--- src/rtl/controle_pc.sv ---
// controle_pc: program-counter update stage of the multicycle datapath.
// Runs the shared 10-phase instruction counter, latches the branch decision
// and target mid-instruction, commits the next PC once per instruction and
// raises a sticky halt when the next PC would leave program memory.
module controle_pc #(
   parameter int unsigned PC_RESET     = 0,
   parameter int unsigned PC_MAX       = 31,
   parameter int unsigned FASE_DECISAO = 5,
   parameter int unsigned FASE_ESCRITA = 9
) (
   input  logic        clock,
   input  logic        reset,
   input  logic [31:0] entrada_mux,
   input  logic        branch,
   input  logic        zero,
   input  logic [2:0]  funct3,
   output logic [31:0] estado_pc,
   output logic [3:0]  fase,
   output logic        desvio_tomado,
   output logic        halt
);

   localparam logic [3:0]  FASE_ULTIMA = 4'd9;
   localparam logic [3:0]  FASE_DEC    = 4'(FASE_DECISAO);
   localparam logic [3:0]  FASE_ESC    = 4'(FASE_ESCRITA);
   localparam logic [31:0] PC_LIMITE   = 32'(PC_MAX);
   localparam logic [31:0] PC_INICIAL  = 32'(PC_RESET);

   localparam logic [2:0]  F3_BEQ = 3'b000;
   localparam logic [2:0]  F3_BNE = 3'b001;

   logic [31:0] pc_q, pc_d;
   logic [31:0] alvo_q, alvo_d;
   logic [3:0]  fase_q, fase_d;
   logic        desvio_q, desvio_d;
   logic        halt_q, halt_d;

   logic        tomado;
   logic [31:0] proximo;

   // Branch condition and candidate next PC, both purely combinational.
   always_comb begin
      tomado  = branch & (((funct3 == F3_BEQ) & zero) | ((funct3 == F3_BNE) & ~zero));
      proximo = desvio_q ? alvo_q : pc_q + 32'd1;
   end

   // Next-state logic: phase advance, decision sampling, PC commit, halt.
   always_comb begin
      // NOTE: every _d starts as its _q so no path leaves a signal unassigned,
      // which would otherwise infer a latch.
      pc_d     = pc_q;
      alvo_d   = alvo_q;
      fase_d   = fase_q;
      desvio_d = desvio_q;
      halt_d   = halt_q;

      if (!halt_q) begin
         if (fase_q == FASE_ULTIMA) begin
            fase_d   = 4'd0;
            desvio_d = 1'b0;
         end else begin
            fase_d = fase_q + 4'd1;
         end

         if (fase_q == FASE_DEC) begin
            desvio_d = tomado;
            alvo_d   = entrada_mux;
         end

         if (fase_q == FASE_ESC) begin
            if (proximo > PC_LIMITE) begin
               // Leaving program memory: freeze everything at the write phase.
               halt_d   = 1'b1;
               fase_d   = fase_q;
               desvio_d = desvio_q;
            end else begin
               pc_d = proximo;
            end
         end
      end
   end

   // State registers; synchronous reset wins over commit and halt.
   always_ff @(posedge clock) begin
      // NOTE: sequential state uses non-blocking assignments so every flop
      // samples the pre-edge values, independent of statement order.
      if (reset) begin
         pc_q     <= PC_INICIAL;
         alvo_q   <= 32'd0;
         fase_q   <= 4'd0;
         desvio_q <= 1'b0;
         halt_q   <= 1'b0;
      end else begin
         pc_q     <= pc_d;
         alvo_q   <= alvo_d;
         fase_q   <= fase_d;
         desvio_q <= desvio_d;
         halt_q   <= halt_d;
      end
   end

   assign estado_pc     = pc_q;
   assign fase          = fase_q;
   assign desvio_tomado = desvio_q;
   assign halt          = halt_q;

endmodule

--- config.mk ---
export PLATFORM = sky130hd
export DESIGN_NAME = controle_pc
export DESIGN_NICKNAME = d
export VERILOG_FILES = /design/src/rtl/controle_pc.sv
export SDC_FILE = /design/constraint.sdc
export NUM_CORES = 1
export LEC_CHECK = 0
export BUFFER_PORTS_ARGS = -buffer_cell sky130_fd_sc_hd__clkbuf_2
export CORE_MARGIN = 2
export CORE_UTILIZATION = 58
export DETAILED_ROUTE_END_ITERATION = 10
export MAX_ROUTING_LAYER = met4
export PLACE_DENSITY = 0.85
export SLEW_MARGIN = 10
export SYNTH_ARGS = -nofsm -noshare
export SYNTH_HDL_FRONTEND = slang
export SYNTH_SLANG_ARGS = --single-unit
--- constraint.sdc ---
create_clock -name clock -period 6.9 [get_ports clock]
set_input_delay 0.345 -clock clock [delete_from_list [all_inputs] [get_ports clock]]
set_output_delay 0.345 -clock clock [all_outputs]
set_load 0.1 [all_outputs]
## After elaboration in Yosys (flattened, before gate mapping)

Cells that the tools add are included.

- Register bits: 70
- Input bits: 39
- Output and inout port bits: 38
- Word-level logic and storage cells: 34

- Add/sub/neg operators: 2
- $lt $le $gt $ge: 1
- Eq/ne operators: 4
- Multiplexer cells: 11
- Bitwise operators: 7
- Reductions and logical operators: 4

Operators with widths:

| operator | number |
|---|---|
| adder 32 x 1 -> 32 bit (second input constant) | 1 |
| greater-than comparator 32 x 5 -> 1 bit (second input constant) | 1 |
| 2-to-1 mux 32 bit | 1 |
| 2-to-1 mux 4 bit | 3 |
| 2-to-1 mux 1 bit | 7 |
| adder 4 x 1 -> 4 bit (second input constant) | 1 |
| == test 4 x 3 -> 1 bit (second input constant) | 1 |
| == test 4 bit (second input constant) | 1 |
| AND reduction 2 bit | 2 |
| bitwise AND 1 bit | 3 |
| == test 3 x 1 -> 1 bit (second input constant) | 1 |
| logical NOT 3 bit | 1 |
| NOT 1 bit | 3 |
| AND reduction 3 bit | 1 |
| inequality test 2 bit (second input constant) | 1 |
| OR 1 bit | 1 |

## Longest topological paths before layout

- Word-level depth: 7
- Gate-level depth with buffers: 11
- Gate-level depth less buffers: 9

## Least setup slack after synthesis

No wires, ideal clock.

- Kind: flip-flop to flip-flop
- Start: register pc_q[2] (netlist: estado_pc[2])
- End: register pc_q[5] (netlist: estado_pc[5])
- Library setup time: 0.119 ns
- Arrival: 3.626 ns
- Required time: 6.781 ns
- Path slack: 3.155 ns
- Stages on the path, launching flop included: 12
- Buffers on the path: 3
- Clock period less this slack: 3.745 ns
- Cells stage by stage: dfxtp_1 buf_2 nand4_2 or2_1 buf_6 or3_1 o41ai_2 a21oi_2 a2111oi_4 a31oi_2 clkbuf_1 and2_1

- Cells in the longest elaborated chain, start to end: 5

Ends and longest elaborated chain:

| element | line | text |
|---|---|---|
| start, declared | 32 | `logic [31:0] pc_q, pc_d;` |
| start signal, assigned | 94 | `pc_q <= pc_d;` |
| adder 32 x 1 -> 32 bit * | 44 | `proximo = desvio_q ? alvo_q : pc_q + 32'd1;` |
| 2-to-1 mux 32 bit * | 44 |  |
| greater-than comparator 32 x 5 -> 1 bit | 71 | `if (proximo > PC_LIMITE) begin` |
| NOT 1 bit (no source line) | n/a |  |
| AND reduction 3 bit (no source line) | n/a |  |

Mark *: on every way between the ends. The rest lies on a longest branch, timed or not.
A chain may end at the register's enable or synchronous reset.

## Worst setup path in the final report

- Start: register pc_q[4] (netlist: estado_pc[4])
- End: register pc_q[14] (netlist: estado_pc[14])

The elaborated chain is that of the path after synthesis.

==> impl_metrics.env <==
export IMPL_die_w_um=80.7
export IMPL_htreeDepth=3
export IMPL_crit_fanout=27
export IMPL_slew_headroom_pct=23.7
export IMPL_finalNetCount=527
export IMPL_rr_worst_depth=8
export IMPL_clock_latency_ns=0.35
export IMPL_routed_wirelength_mm=8.30
export IMPL_postCtsHoldBufs=0
export IMPL_finalSetupTns_ns=0
export IMPL_cp_cell_sequence="and4_1 > nand3_1 > nor4_1 > xnor2_1 > nand4_2 > a2111oi_4 > a31oi_2 > and2_1"
export IMPL_grt_pass1_vias=2930
export IMPL_status="complete, no violations"
export IMPL_worstPathArrival_ns=3.89
export IMPL_synth_distinct_cells=59
export IMPL_synth_top_area_share_pct=41.1
export IMPL_yosysWarnings=0
export IMPL_drt_iter0_markers=303
export IMPL_fin_util_pct=71.7
export IMPL_intPower_mw=0.635
export IMPL_power_density_mw_per_mm2=211
export IMPL_io_pins=77
export IMPL_die_h_um=80.7
export IMPL_fillers=477
export IMPL_yosysTopAreaCell="dfxtp_1"
export IMPL_grt_overflow=0
export IMPL_combPwrFrac_pct=7.0
export IMPL_dp_slack_ns=3.27
export IMPL_vdd_drop_max_v=0.000143
export IMPL_antenna_found_initial=0
export IMPL_r2r_end="estado_pc[14]"
export IMPL_placementRows=27
export IMPL_final_cell_count_no_fill=564
export IMPL_cp_required_ns=7.14
export IMPL_syn_cell_area_mm2=0.00341
export IMPL_seq_area_frac_synth_pct=41.1
export IMPL_grt_max_degree=46
export IMPL_cts_setup_buffers=0
export IMPL_post_route_cells_drive_above_1_share_pct=22.2
export IMPL_cts_tree="built"
export IMPL_root_buffer="clkbuf_8"
export IMPL_fin_crit_ns=3.66
export IMPL_core_mm2=0.00561
export IMPL_post_route_drc_count=0
export IMPL_ant_nets=0
export IMPL_syn_instance_count=422
export IMPL_r2r_start="estado_pc[4]"
export IMPL_dpl_cell_area_mm2=0.00379
export IMPL_start_kind="flop"
export IMPL_wl_per_cell_um=14.7
export IMPL_vias=3265
export IMPL_leakagePower_nw=1.50
export IMPL_clkTransAtPathRegs_ns=0.08
export IMPL_dp_cells=548
export IMPL_synth_area_top_cells="dfxtp_1 (41%), nand2_1 (9.8%), a21oi_1 (5.4%)"
export IMPL_clockPowerShare_pct=44.0
export IMPL_path_buf_inv=0
export IMPL_min_period_over_period_pct=53.0
export IMPL_synth_edf_count=0
export IMPL_switching_share_pct=25.3
export IMPL_drv_cap=0
export IMPL_hold_ws_ns=0.208
export IMPL_critPathTopFamily="simple AND/OR/NAND/NOR gates"
export IMPL_setup_slack_ns=3.24
export IMPL_cts_buffer_depth=2
export IMPL_max_stage_delay_ns=0.61
export IMPL_critical_path_class="reg2reg"
export IMPL_fmax_ghz=0.273
export IMPL_rsz0062_at_grt="no"
export IMPL_diodes=0
export IMPL_stdcell_area_mm2=0.00402
export IMPL_start_util_pct=60.8
export IMPL_post_drt_via_cell_ratio=5.79
export IMPL_clock_sinks=70
export IMPL_min_path_type="in2reg"
export IMPL_finalHoldViolCount=0
export IMPL_dp_hpwl_mm=5.83
export IMPL_hold_path_cell_count=3
export IMPL_cp_endpoint="estado_pc[14]"
export IMPL_switchingPower_mw=0.215
export IMPL_synth_seq_cells=70
export IMPL_cpMaxStageDelayCell="a2111oi_4"
export IMPL_register_area_mm2=0.00140
export IMPL_async_reset_ff_share_pct=0
export IMPL_numCtsBuffers=9
export IMPL_multi_input_area_mm2=0.00190
export IMPL_startpoint="estado_pc[4]"
export IMPL_portBuffers=76
export IMPL_skew_ns=0.00650
export IMPL_post_cts_resized=0
export IMPL_dr_pass1_iters=8
export IMPL_finalPower_mw=0.850
export IMPL_area_growth_pct=17.9
export IMPL_postSynthAreaPerCell_um2=8.08
export IMPL_setup_viol=0
export IMPL_globalplace_congestion=0.983
export IMPL_syn_num_nets=462
export IMPL_pwr_share_seq_pct=49.0
export IMPL_grt_pass1_wl_mm=13.4
export IMPL_gr_usage_all_layers_pct=27.1
export IMPL_worstSetupPathDepth=8
export IMPL_finalMaxSlewViolations=0
export IMPL_yosys_most_used_dff="dfxtp_1"
export IMPL_tightestPinTransition_ns=1.14
export IMPL_die_area_mm2=0.00651
export IMPL_end_kind="flop"
export IMPL_r2r_slack_ns=3.24
==> layer usage <==
metal	wire, um	part of all wire, %	GRT usage (%)	vias to the layer above
li1	-	-	-	1639
met1	3640	44	34.1	1464
met2	3940	47	43.4	143
met3	558	6.7	4.72	19
met4	162	2.0	10.5	0
met5	0	0	-	-
==> cells by family after synthesis <==
kind of cell	Yosys count	synth area share, %
compound gates	86	17.0
xor+xnor	11	2.82
fa+ha+maj	1	0.367
buf+inv	27	3.34
flops	70	41.1
mux	7	2.20
simple gates	220	33.2
==> power groups by stage <==
| stage | logic, mW | registers [mW] | clock network, mW |
|---|---|---|---|
| floorplan | 0.0238 | 0.444 | 0 |
| global placement | 0.0586 | 0.425 | 0 |
| detailed placement | 0.0592 | 0.426 | 0 |
| CTS | 0.0596 | 0.416 | 0.380 |
| global route | 0.0641 | 0.418 | 0.399 |
| finish | 0.0596 | 0.416 | 0.374 |
==> cells in the final DEF, fill, tap and decap left out, types with 4 or more instances in the layout <==
cell / n
dfxtp_1: 70
clkbuf_2: 76
nor3_1: 13
o31ai_1: 6
a21oi_1: 37
nand2_1: 89
inv_1: 4
nand3b_1: 5
nor2_1: 16
nand4_1: 9
xor2_1: 4
nor4_1: 10
clkbuf_8: 9
nor2b_1: 4
xnor2_1: 7
o21ai_0: 12
and2_1: 29
nor3b_1: 4
a31oi_1: 5
nand3_1: 17
==> flip-flops by register name, indices dropped and copies added (netlist names) <==
register       count
alvo_q            32
halt               1
estado_pc         32
fase               4
desvio_tomado      1
==> area by class of cell <==
type | instances | share of cell area (%)
Timing Repair Buffer | 77 | 9.65
Clock buffer | 9 | 3.08
Clock inverter | 7 | 2.58
Multi-Input combinational cell | 325 | 47.2
Sequential cell | 70 | 34.9
Tap cell | 72 | 2.24
Inverter | 4 | 0.373
==> worst min-delay path, cell delays in order <==
cell and delay, ns:
clkbuf_2 0.08, nand2_1 0.04, a21oi_1 0.05
==> Yosys cell counts (all sizes together) (3+ instances only) <==
library cell / count
nand2: 89
nand3: 18
xor2: 4
nor4b: 3
a31oi: 6
dfxtp: 70
buf: 6
o21ai: 12
xnor2: 7
inv: 4
and4: 3
and2: 29
mux2i: 3
nand4: 12
o31ai: 6
nand2b: 3
nor3: 13
a21oi: 38
nor4: 10
nor2b: 5
a41oi: 3
mux2: 4
nand3b: 5
nor2: 16
and3: 4
clkbuf: 17
nor3b: 4
==> worst min path at each step <==
stage | startpoint | end | slack [ns]
5_1_grt | entrada_mux[31] | alvo_q[31] | 0.22
3_5_place_dp | alvo_q[21] | alvo_q[21] | 0.44
6_report | entrada_mux[30] | alvo_q[30] | 0.21
2_1_floorplan | alvo_q[21] | alvo_q[21] | 0.43
4_1_cts | entrada_mux[30] | alvo_q[30] | 0.19
3_3_place_gp | alvo_q[21] | alvo_q[21] | 0.44
Note: power is estimated with default switching activity, not from simulation.
